$ cat config.mk
export PLATFORM = sky130hd
export DESIGN_NAME = gray_count_gen
export DESIGN_NICKNAME = d
export VERILOG_FILES = /design/src/rtl/gray_pkg.sv /design/src/rtl/gray_count_gen_encode.sv /design/src/rtl/gray_count_gen.sv
export SDC_FILE = /design/constraint.sdc
export NUM_CORES = 1
export LEC_CHECK = 0
export CAP_MARGIN = 20
export CORE_AREA = 5 5 42 44
export DETAILED_ROUTE_END_ITERATION = 12
export DIE_AREA = 0 0 47 49
export PLACE_DENSITY = 0.76
export SYNTH_ARGS = -nofsm -noshare
export SYNTH_HDL_FRONTEND = slang
export SYNTH_SLANG_ARGS = --single-unit
$ cat constraint.sdc
create_clock -name clk -period 4.55 [get_ports clk]
set_input_delay 0.455 -clock clk [delete_from_list [all_inputs] [get_ports clk]]
set_output_delay 0.455 -clock clk [all_outputs]
set_load 0.005 [all_outputs]
$ cat src/rtl/gray_pkg.sv
// gray_pkg
//   Shared Gray-code helpers for gray_count_gen (encode direction) and the
//   gray_to_binary decoder (decode direction).
//   Contents:
//     GRAY_W_DEFAULT : default counter / code width
//     bin2gray()     : binary -> Gray, operates on a zero-extended 32-bit value
//     gray2bin()     : Gray -> binary, operates on a zero-extended 32-bit value
//   Both functions work for any width up to 32 when the caller zero-extends
//   the argument and truncates the result back to its own width.
package gray_pkg;

  localparam int GRAY_W_DEFAULT = 4;

  function automatic logic [31:0] bin2gray(input logic [31:0] b);
    return b ^ (b >> 1);
  endfunction

  // Prefix XOR from the MSB down; zero-extended upper bits leave the
  // result unaffected.
  function automatic logic [31:0] gray2bin(input logic [31:0] g);
    logic [31:0] b;
    b[31] = g[31];
    for (int i = 30; i >= 0; i--) begin
      b[i] = b[i+1] ^ g[i];
    end
    return b;
  endfunction

endpackage

$ cat src/rtl/gray_count_gen_encode.sv
// gray_encode
//   Combinational N-bit binary-to-Gray encoder.
//   Parameters:
//     N    : code width (2..32)
//   Ports:
//     bin  : in  [N-1:0] binary value
//     gray : out [N-1:0] Gray code of bin
module gray_encode
  import gray_pkg::*;
#(
  parameter int N = GRAY_W_DEFAULT
) (
  input  logic [N-1:0] bin,
  output logic [N-1:0] gray
);

  assign gray = N'(bin2gray(32'(bin)));

endmodule

$ cat src/rtl/gray_count_gen.sv
// gray_count_gen
//   Registered up/down binary counter with a registered Gray-code output,
//   intended as a pointer source for async FIFOs and position encoders.
//   The Gray register is loaded from the encoded next-count value, so
//   bin_out and gray_out always change on the same edge and gray_out is
//   glitch-free for synchronizers.
//   Parameters:
//     N        : counter width (2..32)
//   Ports:
//     clk      : in  clock, rising edge
//     rst_n    : in  asynchronous active-low reset
//     en       : in  count enable, one step per cycle
//     up_dn    : in  1 = increment, 0 = decrement (used when en=1)
//     load     : in  synchronous load, takes priority over en
//     load_val : in  [N-1:0] binary load value
//     bin_out  : out [N-1:0] current count, binary
//     gray_out : out [N-1:0] current count, Gray
//     wrap     : out one-cycle pulse on wrap-around (max->0 or 0->max)
//     err      : out sticky Gray-adjacency error flag
//   Optional build macro:
//     GRAY_CHECK_EN : when defined, every counting edge compares the old and
//                     new gray_out; a change of other than exactly one bit
//                     sets err until rst_n. Undefined: err is tied low.
module gray_count_gen
  import gray_pkg::*;
#(
  parameter int N = GRAY_W_DEFAULT
) (
  input  logic         clk,
  input  logic         rst_n,
  input  logic         en,
  input  logic         up_dn,
  input  logic         load,
  input  logic [N-1:0] load_val,
  output logic [N-1:0] bin_out,
  output logic [N-1:0] gray_out,
  output logic         wrap,
  output logic         err
);

  localparam logic [N-1:0] ALL_ONES = '1;
  localparam logic [N-1:0] ZERO     = '0;

  logic [N-1:0] bin_q;
  logic [N-1:0] gray_q;
  logic         wrap_q;
  logic [N-1:0] bin_nxt;
  logic [N-1:0] gray_nxt;
  logic         wrap_nxt;
  logic         step;
  logic         upd;

  // Next-count selection: load, then count, then hold.
  always_comb begin
    bin_nxt  = bin_q;
    wrap_nxt = 1'b0;
    step     = 1'b0;
    upd      = 1'b0;
    if (load) begin
      bin_nxt = load_val;
      upd     = 1'b1;
    end else if (en) begin
      step = 1'b1;
      upd  = 1'b1;
      if (up_dn) begin
        bin_nxt  = bin_q + N'(1);
        wrap_nxt = (bin_q == ALL_ONES);
      end else begin
        bin_nxt  = bin_q - N'(1);
        wrap_nxt = (bin_q == ZERO);
      end
    end
  end

  gray_encode #(.N(N)) u_encode (
    .bin  (bin_nxt),
    .gray (gray_nxt)
  );

  // Count / Gray / wrap registers. The Gray register only moves on load or
  // count edges so it tracks commanded steps, not the binary register alone.
  always_ff @(posedge clk or negedge rst_n) begin
    if (!rst_n) begin
      bin_q  <= '0;
      gray_q <= '0;
      wrap_q <= 1'b0;
    end else begin
      bin_q  <= bin_nxt;
      wrap_q <= wrap_nxt;
      if (upd) begin
        gray_q <= gray_nxt;
      end
    end
  end

  assign bin_out  = bin_q;
  assign gray_out = gray_q;
  assign wrap     = wrap_q;

`ifdef GRAY_CHECK_EN
  logic         err_q;
  logic [N-1:0] gray_diff;

  assign gray_diff = gray_q ^ gray_nxt;

  // Adjacency checker: only counting edges must move exactly one Gray bit.
  always_ff @(posedge clk or negedge rst_n) begin
    if (!rst_n) begin
      err_q <= 1'b0;
    end else if (step && ($countones(gray_diff) != 1)) begin
      err_q <= 1'b1;
    end
  end

  assign err = err_q;
`else
  assign err = 1'b0;
`endif

endmodule

; Word level (Yosys, flattened, before mapping)
; Index checks and enable logic that the tools add are counted.
[word_totals]
ff_bits = 9
input_bits = 9
elab_cells = 16
[classes]
addsub = 2
n_eq_ne = 1
muxes = 8
bitwise_logic = 1
n_reduce_logical = 1
[ops]
columns = cell, n
row1 = $mux 4, 3
row2 = $mux 1, 5
row3 = $add 4x1->4 const B, 1
row4 = $eq 4x4->1 const B, 1
row5 = $logic_not 4->1, 1
row6 = $sub 4x1->4 const B, 1
row7 = $xor 4x3->4, 1

; Logic depth before layout (Yosys ltp)
[logic_depth]
depth_word = 5
depth_mapped = 7

; Cells and area by module
; Synthesis repeated with hierarchy kept, for this count alone.
[unflattened]
cells_unflattened = 52
hier_area_um2 = 559.3
[modules_own_cells]
columns = module, n_inst, cells_each, area_per_inst_um2, seq_area_each_um2
row1 = gray_count_gen, 1, 48, 525.5, 225.2
row2 = gray_encode, 1, 4, 33.8, 0.0

; Worst setup path before layout
; OpenSTA, ideal clock, no wires.
[synth_timing]
kind = in2reg
from = in up_dn
to = reg gray_q[2], in the netlist gray_out[2]
arrival_ns = 1.718
setup_slack_ns = 2.714
stages = 7
n_path_buf = 0
cell_sequence = inv_1 -> ha_1 -> a21o_1 -> a21oi_2 -> xnor3_1 -> xnor2_1 -> a21o_1
[synth_via]
elab_chain_cells = 4
[synth_lines]
columns = item, line
row1 = start: declaration, gray_count_gen.sv:32  ; input logic up_dn,
row2 = $mux 4, gray_count_gen.sv:65  ; if (up_dn) begin
row3 = $mux 4, gray_count_gen.sv:62  ; end else if (en) begin
row4 = $mux 4, gray_count_gen.sv:59  ; if (load) begin
row5 = $xor 4x3->4, gray_pkg.sv:15  ; return b ^ (b >> 1);
row6 = end signal: assignment, gray_count_gen.sv:91  ; gray_q <= gray_nxt;
row7 = end: declaration, gray_count_gen.sv:45  ; logic [N-1:0] gray_q;
; No other way between the ends.
; A chain may end at the register's enable or synchronous reset.

; Worst setup path after layout
[layout_timing]
from = in up_dn
to = reg gray_q[1], in the netlist gray_out[1]
[layout_via]
elab_chain_cells = 4
[layout_lines]
columns = item, line
row1 = $mux 4, gray_count_gen.sv:65
row2 = $mux 4, gray_count_gen.sv:62
row3 = $mux 4, gray_count_gen.sv:59
row4 = via bin_nxt[2], gray_count_gen.sv:47  ; logic [N-1:0] bin_nxt;
row5 = $xor 4x3->4, gray_pkg.sv:15
; The timed path passes the listed nets, and every way through them passes these cells.

==> results.json <==
{
  "detailedRoute.firstIterationViolations": 6,
  "synth.ff_latch_count": 9,
  "groute.usage.overall_pct": 13.4,
  "yosysUniqueCellTypes": 27,
  "basic_gate_share_of_the_synthesized_area_counting_and_or_nand_and_nor_cells_pct": 14.6,
  "worst_path_largest_cell_delay_ns": 0.49,
  "dpl.hpwl_um": 993,
  "first_global_vias": 506,
  "synthXorXnorAreaFrac_pct": 14.9,
  "core_mm2": 0.00140,
  "gate_count_of_the_mapped_netlist": 56,
  "io_pins": 19,
  "total_power_mw": 0.276,
  "numCtsBuffers": 3,
  "final_cell_mix": "sky130_fd_sc_hd__clkdlybuf4s50_1 (17), sky130_fd_sc_hd__dfrtp_1 (9), sky130_fd_sc_hd__xnor2_1 (5), sky130_fd_sc_hd__nand2_1 (5), sky130_fd_sc_hd__nor2_1 (4)",
  "critical_path_buf_inv_count": 2,
  "timing_max_transition_violations_final": 0,
  "final.period_utilization_pct": 48.2,
  "synth_mux_area_share_pct": 2.00,
  "initial_core_util_pct": 40.3,
  "worst_hold_class": "in2async",
  "critical_path.cell_chain": "clkdlybuf4s50_1 > inv_1 > fa_1 > xnor2_1 > a211oi_1 > a21o_1 > xor2_1 > o21ai_0",
  "p_leak_nw": 0.343,
  "drive_above_1_share_pct": 8.11,
  "synth_compound_area_share_pct": 14.4,
  "worst-setup-path-type": "in2reg",
  "route.antenna.remaining_nets": 0,
  "cp_max_stage_cell": "sky130_fd_sc_hd__clkdlybuf4s50_1",
  "nets": 87,
  "rrSetupSlack_ns": 2.72,
  "hold-worst-slack_ns": 0.487,
  "netlist_area_um2": 564,
  "detail_route.drc_violations": 0,
  "timing.final.crit_period_ns": 2.19,
  "drv.max_cap_violation_count": 0,
  "dp.cells": 86,
  "ys_seq_area_share_pct": 39.9,
  "clk_latency_ns": 0.27,
  "drt_pre_antenna_iters": 4,
  "layout.cells.most_common": "sky130_fd_sc_hd__clkdlybuf4s50_1",
  "finalHoldViolations": 0,
  "cts.reportedPaths.clkPinSlew_ns": 0.06,
  "largest_family_of_logic_cells_by_synthesized_area": "XOR/XNOR gates",
  "antenna_cells_inserted": 0,
  "synth_fa_ha_area_share_pct": 7.98,
  "worst-endpoint-arrival_ns": 2.38,
  "synth-warning-count": 0,
  "worstPathMaxFanout": 5,
  "critical-path-top-delay-family": "buffers and inverters",
  "globalRouteOverflowTotal": 0,
  "numPortBuffers": 17,
  "report.final.setup_viol": 0,
  "fin_util_pct": 54.0,
  "post-cts-setup-buffer-count": 0,
  "route.final.wire_length_um": 1290,
  "fp.dieW_um": 47,
  "max-vdd-ir-drop_uv": 181,
  "cts_tree": "done",
  "wire_length_of_the_first_global_routing_pass_um": 2190,
  "power_density_mw_per_mm2": 365,
  "number_of_antenna_violations_at_the_first_check_in_global_routing": 0,
  "maxClockFrequency_mhz": 456,
  "via_count": 480,
  "wire_per_inst_um": 14.3,
  "fin_worst_skew_ns": 0.00242,
  "post_cts_hold_buffer_count": 0,
  "die_h_um": 49,
  "drt-vias-per-instance": 5.33,
  "outcome": "finished clean",
  "clkSinkCount": 9,
  "clock_tree.htree_level_count": 1,
  "post_cts.resized_instances": 0,
  "required_time_at_the_worst_slack_endpoint_ns": 4.74,
  "final-instance-count-excl-fill": 90,
  "clock-root-buffer": "sky130_fd_sc_hd__clkbuf_4",
  "floorplan.die_area_mm2": 0.00230,
  "gp_routability_congestion": 0.799,
  "area_growth_syn_to_layout_pct": 34.1,
  "cts_buffer_depth": 2,
  "maximum_number_of_pins_on_one_net_before_global_route_repair": 14,
  "grt_setup_unrepaired": "false",
  "timing.critical_path.from_type": "input port",
  "fin_tns_setup_ns": 0,
  "synth_nets": 68,
  "postSynthAreaPerCell_um2": 10.1,
  "row_count": 14,
  "end_kind": "register"
}
-- per-layer routing --
metal / vias up / track usage (%) / part of all wire, %
met3: 4 / 3.32 / 7.7
met1: 228 / 16.2 / 40
li1: 228 / - / -
met4: 0 / 8.29 / 1.7
met5: - / 0 / 0
met2: 20 / 20.4 / 51
-- cell families (layout without fill, tap and decap cells) --
logic type | Yosys count | count (layout)
compound gates | 12 | 12
xor+xnor | 8 | 8
fa+ha+maj | 3 | 3
buf+inv | 5 | 23
flops | 9 | 9
mux | 1 | 1
other cells | 1 | 1
simple gates | 17 | 17
-- Yosys cell counts --
cell type	number	area [um^2]
sky130_fd_sc_hd__a211oi_1	1	7.51
sky130_fd_sc_hd__a21o_1	3	22.5
sky130_fd_sc_hd__a21oi_1	2	10.0
sky130_fd_sc_hd__a21oi_2	1	8.76
sky130_fd_sc_hd__a22o_1	1	8.76
sky130_fd_sc_hd__a22oi_1	1	7.51
sky130_fd_sc_hd__a31oi_1	1	6.26
sky130_fd_sc_hd__and3_1	2	12.5
sky130_fd_sc_hd__buf_2	1	5.00
sky130_fd_sc_hd__buf_4	1	7.51
sky130_fd_sc_hd__buf_6	1	11.3
sky130_fd_sc_hd__conb_1	1	3.75
sky130_fd_sc_hd__dfrtp_1	9	225
sky130_fd_sc_hd__fa_1	1	20.0
sky130_fd_sc_hd__ha_1	2	25.0
sky130_fd_sc_hd__inv_1	2	7.51
sky130_fd_sc_hd__mux2_2	1	11.3
sky130_fd_sc_hd__nand2_1	5	18.8
sky130_fd_sc_hd__nor2_1	4	15.0
sky130_fd_sc_hd__nor2b_1	1	6.26
sky130_fd_sc_hd__nor3_1	3	15.0
sky130_fd_sc_hd__nor4_1	1	6.26
sky130_fd_sc_hd__o21ai_0	2	10.0
sky130_fd_sc_hd__or4_2	1	8.76
sky130_fd_sc_hd__xnor2_1	5	43.8
sky130_fd_sc_hd__xnor3_1	1	22.5
sky130_fd_sc_hd__xor2_1	2	17.5
-- registers in the layout, indices dropped and copies added (netlist names) --
register	count
gray_out	4
wrap	1
bin_out	4
-- worst paths after layout --
check / cells after the start / endpoint / from
min in group clk: 2 / gray_out[1] / gray_out[1]
worst max register to register: 6 / gray_out[1] / bin_out[0]
worst max-delay path: 8 / gray_out[1] / up_dn
max in group asynchronous: 1 / gray_out[2] / rst_n
worst min-delay path: 1 / bin_out[0] / rst_n
worst min register to register: 2 / gray_out[1] / gray_out[1]
-- metrics by stage --
step                setup slack (ns)  area (um^2)
global placement                2.13          731
global route                    2.21          757
detailed placement              2.08          731
CTS                             2.35          757
finish                          2.36          757
floorplan                       2.71          564
-- where the power goes --
| part | internal [mW] | switching (mW) |
|---|---|---|
| combinational | 0.0628 | 0.0399 |
| sequential | 0.0940 | 0.0151 |
| clock | 0.0339 | 0.0307 |
| total | 0.191 | 0.0857 |
-- cell type report --
| class | count | area, um^2 |
|---|---|---|
| clock buffers | 4 | 26.3 |
| fillers | 148 | 644 |
| inverters | 2 | 7.51 |
| multi-input cells | 42 | 308 |
| flip-flops and latches | 9 | 225 |
| well taps | 16 | 20.0 |
| repair buffers | 17 | 170 |
Note: power is estimated with default switching activity, not from simulation.
